<file path="src/rtl/ex_pkg.sv">
// ex_pkg: shared types and defaults for the EX/MEM stage.
//   ExW / ExRa  : default datapath and register-address widths
//   ex_state_e  : stage state (StRun, StTrap)
//   ex_ctrl_t   : control bundle carried with each instruction
//   sat_inc16   : saturating 16-bit increment for event counters
package ex_pkg;

  localparam int unsigned ExW  = 16;
  localparam int unsigned ExRa = 3;

  typedef enum logic [0:0] {
    StRun  = 1'b0,
    StTrap = 1'b1
  } ex_state_e;

  typedef struct packed {
    logic reg_write;
    logic mem_read;
    logic mem_write;
  } ex_ctrl_t;

  localparam ex_ctrl_t CtrlNone = '{reg_write: 1'b0, mem_read: 1'b0, mem_write: 1'b0};

  function automatic logic [15:0] sat_inc16(input logic [15:0] v);
    return (v == 16'hFFFF) ? v : v + 16'd1;
  endfunction

endpackage

</file>
<file path="src/rtl/ex_flag_gen.sv">
// ex_flag_gen: combinational zero/negative flags of a W-bit two's-complement value.
// Ports:
//   i_value : value to inspect
//   o_zero  : i_value == 0
//   o_neg   : sign bit of i_value
module ex_flag_gen
  import ex_pkg::*;
#(
  parameter int unsigned W = ExW
) (
  input  logic [W-1:0] i_value,
  output logic         o_zero,
  output logic         o_neg
);

  assign o_zero = (i_value == '0);
  assign o_neg  = i_value[W-1];

endmodule

</file>
<file path="src/rtl/ex_mem_stage.sv">
// ex_mem_stage: EX/MEM pipeline register behind the 16-bit adder/ALU.
// Registers the ALU result, carry, destination and control bits; derives zero/neg;
// traps on signed overflow (squashing side effects) and holds StTrap until i_exc_ack.
// Valid/ready handshake on both sides; synchronous active-high reset.
// Optional feature (macro EX_OVF_COUNT_EN): o_ovf_count / o_wrap_count saturating
// 16-bit counters of signed-overflow traps and unsigned wraps.
// Ports:
//   i_clk, i_rst                 : clock, synchronous reset
//   i_flush                      : drop held and incoming entries
//   i_in_valid / o_in_ready      : EX-side handshake
//   i_alu_s, i_alu_v, i_alu_cout : adder result and status
//   i_ovf_trap                   : signed op, overflow must trap
//   i_pc_in, i_rd_in, i_reg_write_in, i_mem_read_in, i_mem_write_in, i_store_data_in
//   o_out_valid / i_out_ready    : MEM-side handshake
//   o_alu_res, o_zero, o_neg, o_carry, o_rd_out, o_reg_write_out, o_mem_read_out,
//   o_mem_write_out, o_store_data_out : registered entry
//   o_exc, o_epc                 : one-cycle exception pulse and faulting PC
//   i_exc_ack                    : leave StTrap
module ex_mem_stage
  import ex_pkg::*;
#(
  parameter int unsigned W  = ExW,
  parameter int unsigned RA = ExRa
) (
  input  logic          i_clk,
  input  logic          i_rst,
  input  logic          i_flush,
  input  logic          i_in_valid,
  output logic          o_in_ready,
  input  logic [W-1:0]  i_alu_s,
  input  logic          i_alu_v,
  input  logic          i_alu_cout,
  input  logic          i_ovf_trap,
  input  logic [W-1:0]  i_pc_in,
  input  logic [RA-1:0] i_rd_in,
  input  logic          i_reg_write_in,
  input  logic          i_mem_read_in,
  input  logic          i_mem_write_in,
  input  logic [W-1:0]  i_store_data_in,
  output logic          o_out_valid,
  input  logic          i_out_ready,
  output logic [W-1:0]  o_alu_res,
  output logic          o_zero,
  output logic          o_neg,
  output logic          o_carry,
  output logic [RA-1:0] o_rd_out,
  output logic          o_reg_write_out,
  output logic          o_mem_read_out,
  output logic          o_mem_write_out,
  output logic [W-1:0]  o_store_data_out,
  output logic          o_exc,
  output logic [W-1:0]  o_epc,
  input  logic          i_exc_ack
`ifdef EX_OVF_COUNT_EN
  ,
  output logic [15:0]   o_ovf_count,
  output logic [15:0]   o_wrap_count
`endif
);

  ex_state_e     r_state;
  logic          r_out_valid;
  logic [W-1:0]  r_alu_res;
  logic          r_zero;
  logic          r_neg;
  logic          r_carry;
  logic [RA-1:0] r_rd;
  ex_ctrl_t      r_ctrl;
  logic [W-1:0]  r_store_data;
  logic          r_exc;
  logic [W-1:0]  r_epc;

  logic          w_in_ready;
  logic          w_accept;
  logic          w_take;
  logic          w_trap;
  logic          w_zero;
  logic          w_neg;
  ex_ctrl_t      w_ctrl_in;

  ex_flag_gen #(
    .W (W)
  ) u_flag_gen (
    .i_value (i_alu_s),
    .o_zero  (w_zero),
    .o_neg   (w_neg)
  );

  assign w_in_ready = (r_state == StRun) && (!r_out_valid || i_out_ready);
  assign w_accept   = i_in_valid && w_in_ready;
  // Flush discards the incoming entry, so it can neither register nor trap.
  assign w_take     = w_accept && !i_flush;
  assign w_trap     = w_take && i_ovf_trap && i_alu_v;

  assign w_ctrl_in = '{
    reg_write: i_reg_write_in,
    mem_read:  i_mem_read_in,
    mem_write: i_mem_write_in
  };

  always_ff @(posedge i_clk) begin
    if (i_rst) begin
      r_state      <= StRun;
      r_out_valid  <= 1'b0;
      r_alu_res    <= '0;
      r_zero       <= 1'b1;
      r_neg        <= 1'b0;
      r_carry      <= 1'b0;
      r_rd         <= '0;
      r_ctrl       <= CtrlNone;
      r_store_data <= '0;
      r_exc        <= 1'b0;
      r_epc        <= '0;
    end else begin
      r_exc <= w_trap;
      if (w_trap) begin
        r_epc <= i_pc_in;
      end

      if (i_flush) begin
        r_out_valid <= 1'b0;
      end else if (w_accept) begin
        r_out_valid  <= 1'b1;
        r_alu_res    <= i_alu_s;
        r_zero       <= w_zero;
        r_neg        <= w_neg;
        r_carry      <= i_alu_cout;
        r_rd         <= i_rd_in;
        // Faulting instruction still flows to MEM but with no side effects.
        r_ctrl       <= w_trap ? CtrlNone : w_ctrl_in;
        r_store_data <= i_store_data_in;
      end else if (i_out_ready) begin
        r_out_valid <= 1'b0;
      end

      unique case (r_state)
        StRun:   if (w_trap) r_state <= StTrap;
        StTrap:  if (i_exc_ack) r_state <= StRun;
        default: r_state <= StRun;
      endcase
    end
  end

`ifdef EX_OVF_COUNT_EN
  logic [15:0] r_ovf_count;
  logic [15:0] r_wrap_count;
  logic        w_wrap;

  assign w_wrap = w_take && !i_ovf_trap && i_alu_cout;

  always_ff @(posedge i_clk) begin
    if (i_rst) begin
      r_ovf_count  <= '0;
      r_wrap_count <= '0;
    end else begin
      if (w_trap) r_ovf_count <= sat_inc16(r_ovf_count);
      if (w_wrap) r_wrap_count <= sat_inc16(r_wrap_count);
    end
  end

  assign o_ovf_count  = r_ovf_count;
  assign o_wrap_count = r_wrap_count;
`endif

  assign o_in_ready       = w_in_ready;
  assign o_out_valid      = r_out_valid;
  assign o_alu_res        = r_alu_res;
  assign o_zero           = r_zero;
  assign o_neg            = r_neg;
  assign o_carry          = r_carry;
  assign o_rd_out         = r_rd;
  assign o_reg_write_out  = r_ctrl.reg_write;
  assign o_mem_read_out   = r_ctrl.mem_read;
  assign o_mem_write_out  = r_ctrl.mem_write;
  assign o_store_data_out = r_store_data;
  assign o_exc            = r_exc;
  assign o_epc            = r_epc;

endmodule

</file>
<file path="config.mk">
export PLATFORM = sky130hd
export DESIGN_NAME = ex_mem_stage
export DESIGN_NICKNAME = d
export VERILOG_FILES = /design/src/rtl/ex_pkg.sv /design/src/rtl/ex_flag_gen.sv /design/src/rtl/ex_mem_stage.sv
export SDC_FILE = /design/constraint.sdc
export NUM_CORES = 1
export LEC_CHECK = 0
export CORE_MARGIN = 1
export CORE_UTILIZATION = 40
export DETAILED_ROUTE_END_ITERATION = 16
export PLACE_DENSITY = 0.91
export SLEW_MARGIN = 25
export SYNTH_ARGS = -nofsm -noshare
export SYNTH_HDL_FRONTEND = slang
export SYNTH_HIERARCHICAL = 1
export SYNTH_SLANG_ARGS = --single-unit
</file>
<file path="constraint.sdc">
create_clock -name i_clk -period 1.7 [get_ports i_clk]
set_input_delay 0.255 -clock i_clk [delete_from_list [all_inputs] [get_ports i_clk]]
set_output_delay 0.255 -clock i_clk [all_outputs]
set_load 0.005 [all_outputs]
</file>
# Word-level counts from Yosys, hierarchy flattened
# Cells that the tools add are included.
# W data, S select, Z words.
[totals]
reg_bits = 60
inputBits = 63
word_cells = 33
output_inout_bits = 60
[classes]
mux = 6
reduce_logical = 12
bitwise_logic = 2
[ops]
columns = ["operator", "count"]
rows = [
  ["$logic_not A16 Y1", 1],
  ["$logic_and A1 B1 Y1", 5],
  ["$mux W1", 4],
  ["$mux W3", 1],
  ["$logic_not A1 Y1", 2],
  ["$not A1 Y1", 2],
  ["$pmux W1 S2", 1],
  ["$reduce_and A2 Y1", 1],
  ["$reduce_bool A2 Y1", 1],
  ["$reduce_or A2 Y1", 1],
  ["$logic_or A1 B1 Y1", 1],
]

# Depth between registers and ports, before layout
[depth]
depth_word = 9
mapped_depth = 5
ltp_nobuf = 4

# By module
# The synthesis kept the hierarchy.
[by_module_without_submodules]
columns = ["mod", "n_inst", "seq_area_each_um2", "area_each_um2", "cells_each"]
rows = [
  ["ex_mem_stage", 1, 1201.2, 2398.6, 271],
  ["ex_flag_gen", 1, 0.0, 41.3, 6],
]

# Worst setup path after synthesis
# Ideal clock, no wire load.
[synth_path]
kind = "register to register"
from = "register r_state"
to = "register r_epc[10], in the netlist o_epc[10]"
required_ns = 1.628
stages_incl_launch_ff = 6
n_path_buf = 2
slack_ns = 0.276
setup_time_ns = 0.072
period_less_slack_ns = 1.424
t_arrival_ns = 1.353
cell_sequence = "dfxtp_1 -> or3b_4 -> nor3_2 -> buf_6 -> buf_12 -> mux2i_1"
[synth_via]
elab_chain_cells = 6
[synth_lines]
columns = ["element", "line_no", "text"]
rows = [
  ["start: declaration", "ex_mem_stage.sv:61", "ex_state_e r_state;"],
  ["start signal: assignment", "ex_mem_stage.sv:103", "r_state <= StRun;"],
  ["start signal: assignment", "ex_mem_stage.sv:137", "StRun: if (w_trap) r_state <= StTrap;"],
  ["start signal: assignment", "ex_mem_stage.sv:138", "StTrap: if (i_exc_ack) r_state <= StRun;"],
  ["$not A1 Y1", "--", ""],
  ["$logic_and A1 B1 Y1", "ex_mem_stage.sv:89", "assign w_in_ready = (r_state == StRun) && (!r_out_valid || i_out_ready);"],
  ["$logic_and A1 B1 Y1", "ex_mem_stage.sv:90", "assign w_accept = i_in_valid && w_in_ready;"],
  ["$logic_and A1 B1 Y1", "ex_mem_stage.sv:92", "assign w_take = w_accept && !i_flush;"],
  ["$logic_and A1 B1 Y1 (2 in a row)", "ex_mem_stage.sv:93", "assign w_trap = w_take && i_ovf_trap && i_alu_v;"],
  ["end signal: assignment", "ex_mem_stage.sv:117", "r_epc <= i_pc_in;"],
  ["end: declaration", "ex_mem_stage.sv:71", "logic [W-1:0] r_epc;"],
]
# Every way passes these cells.
# A chain may end at the register's enable or synchronous reset.

# Worst setup path in the final report
[layout_path]
from = "input i_in_valid"
to = "register r_epc[14], in the netlist o_epc[14]"
[layout_via]
elab_chain_cells = 4
[layout_lines]
columns = ["element", "line_no", "text"]
rows = [
  ["start: declaration", "ex_mem_stage.sv:28", "input logic i_in_valid,"],
  ["$logic_and A1 B1 Y1", "ex_mem_stage.sv:90", ""],
  ["$logic_and A1 B1 Y1", "ex_mem_stage.sv:92", ""],
  ["$logic_and A1 B1 Y1 (2 in a row)", "ex_mem_stage.sv:93", ""],
]
# Every way passes these cells.

==> run metrics <==
Max Slew Vio Count 0; total congestion overflow 0; DRT Wirelength 7310 um; # IOs 123; setup violators final 0; number of diodes 0; Post-Synthesis Cells about 280; Post-Syn Area 2440 um2; post-route cell area between 4000 and 5000 um2; syn avg cell area just under 9 um2; min Tclk post-route 1.53 ns; PwrDens 883 nW/um2; WS Path Type in2reg; multiplexer share of the synthesized area roughly 6.6%; Startpoint Class primary input; CTS tree yes; CP endpoint kind flip-flop; post-synth cell types 25; fin worst setup slack 0.169 ns; async set-reset flop share out of synthesis 0%; ys flop type dfxtp_1; post-route ant nets 0; pre-CTS worst setup slack -0.171 ns; Die W 80.1 um; DRT Pass-1 Iters 4; global-route usage over all layers 23.4%; post-synthesis sequential area ratio between 40% and 50%; number of max-cap violations 0; Final Cycle Share approximately nine tenths; vias in the first global route approximately 2.4k; leading post-synthesis cells by cell area dfxtp_1, nand2b_1, a21oi_1; Yosys top cell by area dfxtp_1; core area between 5000 and 6000 um2; clock buffer depth 2; Die Y 80.1 um; Filler Cells Inserted 470; storage element area 1200 um2; area of the multi-input gates 1120 um2; placed inst area 3790 um2; global-route wire length before repair roughly 11,000 um; CP max FO 18; Wirelength per Cell 15.2 um; Worst Clk Skew just over 0.007 ns; Hold Violations, Final 0; arrival time at the worst endpoint 1.78 ns; DPL Wire Length between 5000 and 6000 um; initial antenna violation count 0; Clock transition at path regs about 0.060 ns; fraction of layout cells with a size suffix above 1 9.63%; Synth Register Bits 60; Rows 28; initial DRC count 110; top cell type's share of synthesized area 49.2%; Layout area overhead 65.8%; CTS hold repair buffers 0; area share of fa/ha/maj cells after synthesis 0%; Final nets 463; clk root buf clkbuf_8; Yosys warning total 6; vias per inst 5.25; via count 2,518; required time worst endpoint 1.95 ns; largest net degree at the start of global routing 38; worst hold path type reg2reg; fmax 653 MHz; DRC errors left 0; H-tree levels 3; slew margin rel. around two thirds; die area between 6000 and 7000 um2; RSZ-0062 raised after global routing no; initial core utilization 41.5%; count of flip-flops with a built-in enable after synthesis 0; CTS sink cnt 60; XOR/XNOR share of the synthesized area 0%; Synth Area in Compound Gates 17.4%; Tot Pwr 0.00357 W; TritonCTS Buffers 9; net count after synthesis 340; cell leakage power 1.42 nW; Max VDD drop roughly 0.54 mV; outcome complete, no violations; largest family of logic cells by synthesized area simple AND/OR/NAND/NOR gates; GPL Wtd Cong between 0.7 and 0.8; Worst Max-Slew Pin Slew around 0.51 ns; clock latency at the later pin of the worst-skew pair between 0.3 and 0.4 ns; Simple-Gate Fraction of Synth Area a little over a fifth; PortBufs 122
[critical path, stage by stage]
cell	delay (ns)
clkdlybuf4s50_1	0.48
or3b_4	0.42
nor3_4	0.22
buf_12	0.20
mux2i_1	0.21
[Yosys cell counts, types with 2 or more instances]
library cell and number:
mux2i_1 16, a21oi_1 41, nand2b_1 33, nand3_1 37, nor4_1 4, dfxtp_1 60, nor2_1 2, nand4_1 3
nand2_1 2, o21ai_0 40, clkbuf_1 25
[final cells by class]
type	count	share of cell area, %
Clock buffer	12	3.84
Tap cell	75	2.32
Multi-Input combinational cell	188	27.6
Timing Repair Buffer	140	34.1
Sequential cell	60	29.7
Clock inverter	4	2.35
Inverter	1	0.0928
[final timing paths]
check	from	to	slack (ns)	cells after the start
worst max-delay path	i_in_valid	o_epc[14]	0.17	5
worst min-delay path	o_epc[12]	o_epc[12]	0.47	2
worst max register to register	r_state	o_epc[14]	0.19	4
worst min register to register	o_epc[12]	o_epc[12]	0.47	2
[layer usage]
metal | GRT usage, % | vias to the layer above | share of wire (%)
li1 | - | 1218 | -
met1 | 28.6 | 1176 | 43
met2 | 38.4 | 109 | 47
met3 | 5.91 | 15 | 7.1
met4 | 11.3 | 0 | 2.4
met5 | 0 | - | 0
[what timing repair did]
action,CTS,global route
setup endpoints to repair,0,1
gates resized for setup,0,1
buffers inserted,0,0
[registers in the layout (all words and copies together) (netlist names), 3 cells and up]
name / flops
o_epc: 16
o_store_data_out: 16
o_alu_res: 16
o_rd_out: 3
[cells in the final DEF (no fill, tap or decap), types with 2 or more instances in the layout]
| master | instances |
|---|---|
| a21oi_1 | 41 |
| nor2_1 | 2 |
| nand2b_1 | 33 |
| clkdlybuf4s50_1 | 120 |
| bufinv_16 | 3 |
| nand4_1 | 3 |
| nand3_1 | 37 |
| buf_12 | 2 |
| buf_4 | 16 |
| nor4_1 | 4 |
| nand2_1 | 2 |
| dfxtp_1 | 60 |
| clkbuf_8 | 11 |
| mux2i_1 | 16 |
| o21ai_0 | 40 |
[metrics by stage]
stage	std cells	hold WS (ns)	utilization (%)	setup TNS [ns]
4_1_cts	480	0.453	68.7	0
2_1_floorplan	277	0.334	-	0
3_3_place_gp	464	0.446	64.4	-1.38
5_1_grt	480	0.482	68.7	0
6_report	480	0.471	68.7	0
3_5_place_dp	464	0.465	64.4	-3.33
[kinds of logic (layout without fill, tap and decap cells)]
| logic type | count (synthesis) | after routing |
|---|---|---|
| buffers and inverters | 29 | 157 |
| DFF | 60 | 60 |
| muxes | 16 | 16 |
| and+or+nand+nor | 89 | 89 |
| AOI/OAI and AO/OA | 83 | 83 |
[power breakdown]
group / internal [W] / switching [W] / total, W
clock: 0.00105 / 0.000536 / 0.00159
combinational: 0.000307 / 0.000188 / 0.000495
sequential: 0.00146 / 0.0000278 / 0.00149
total: 0.00282 / 0.000751 / 0.00357
(Power assumes the default switching activity.)
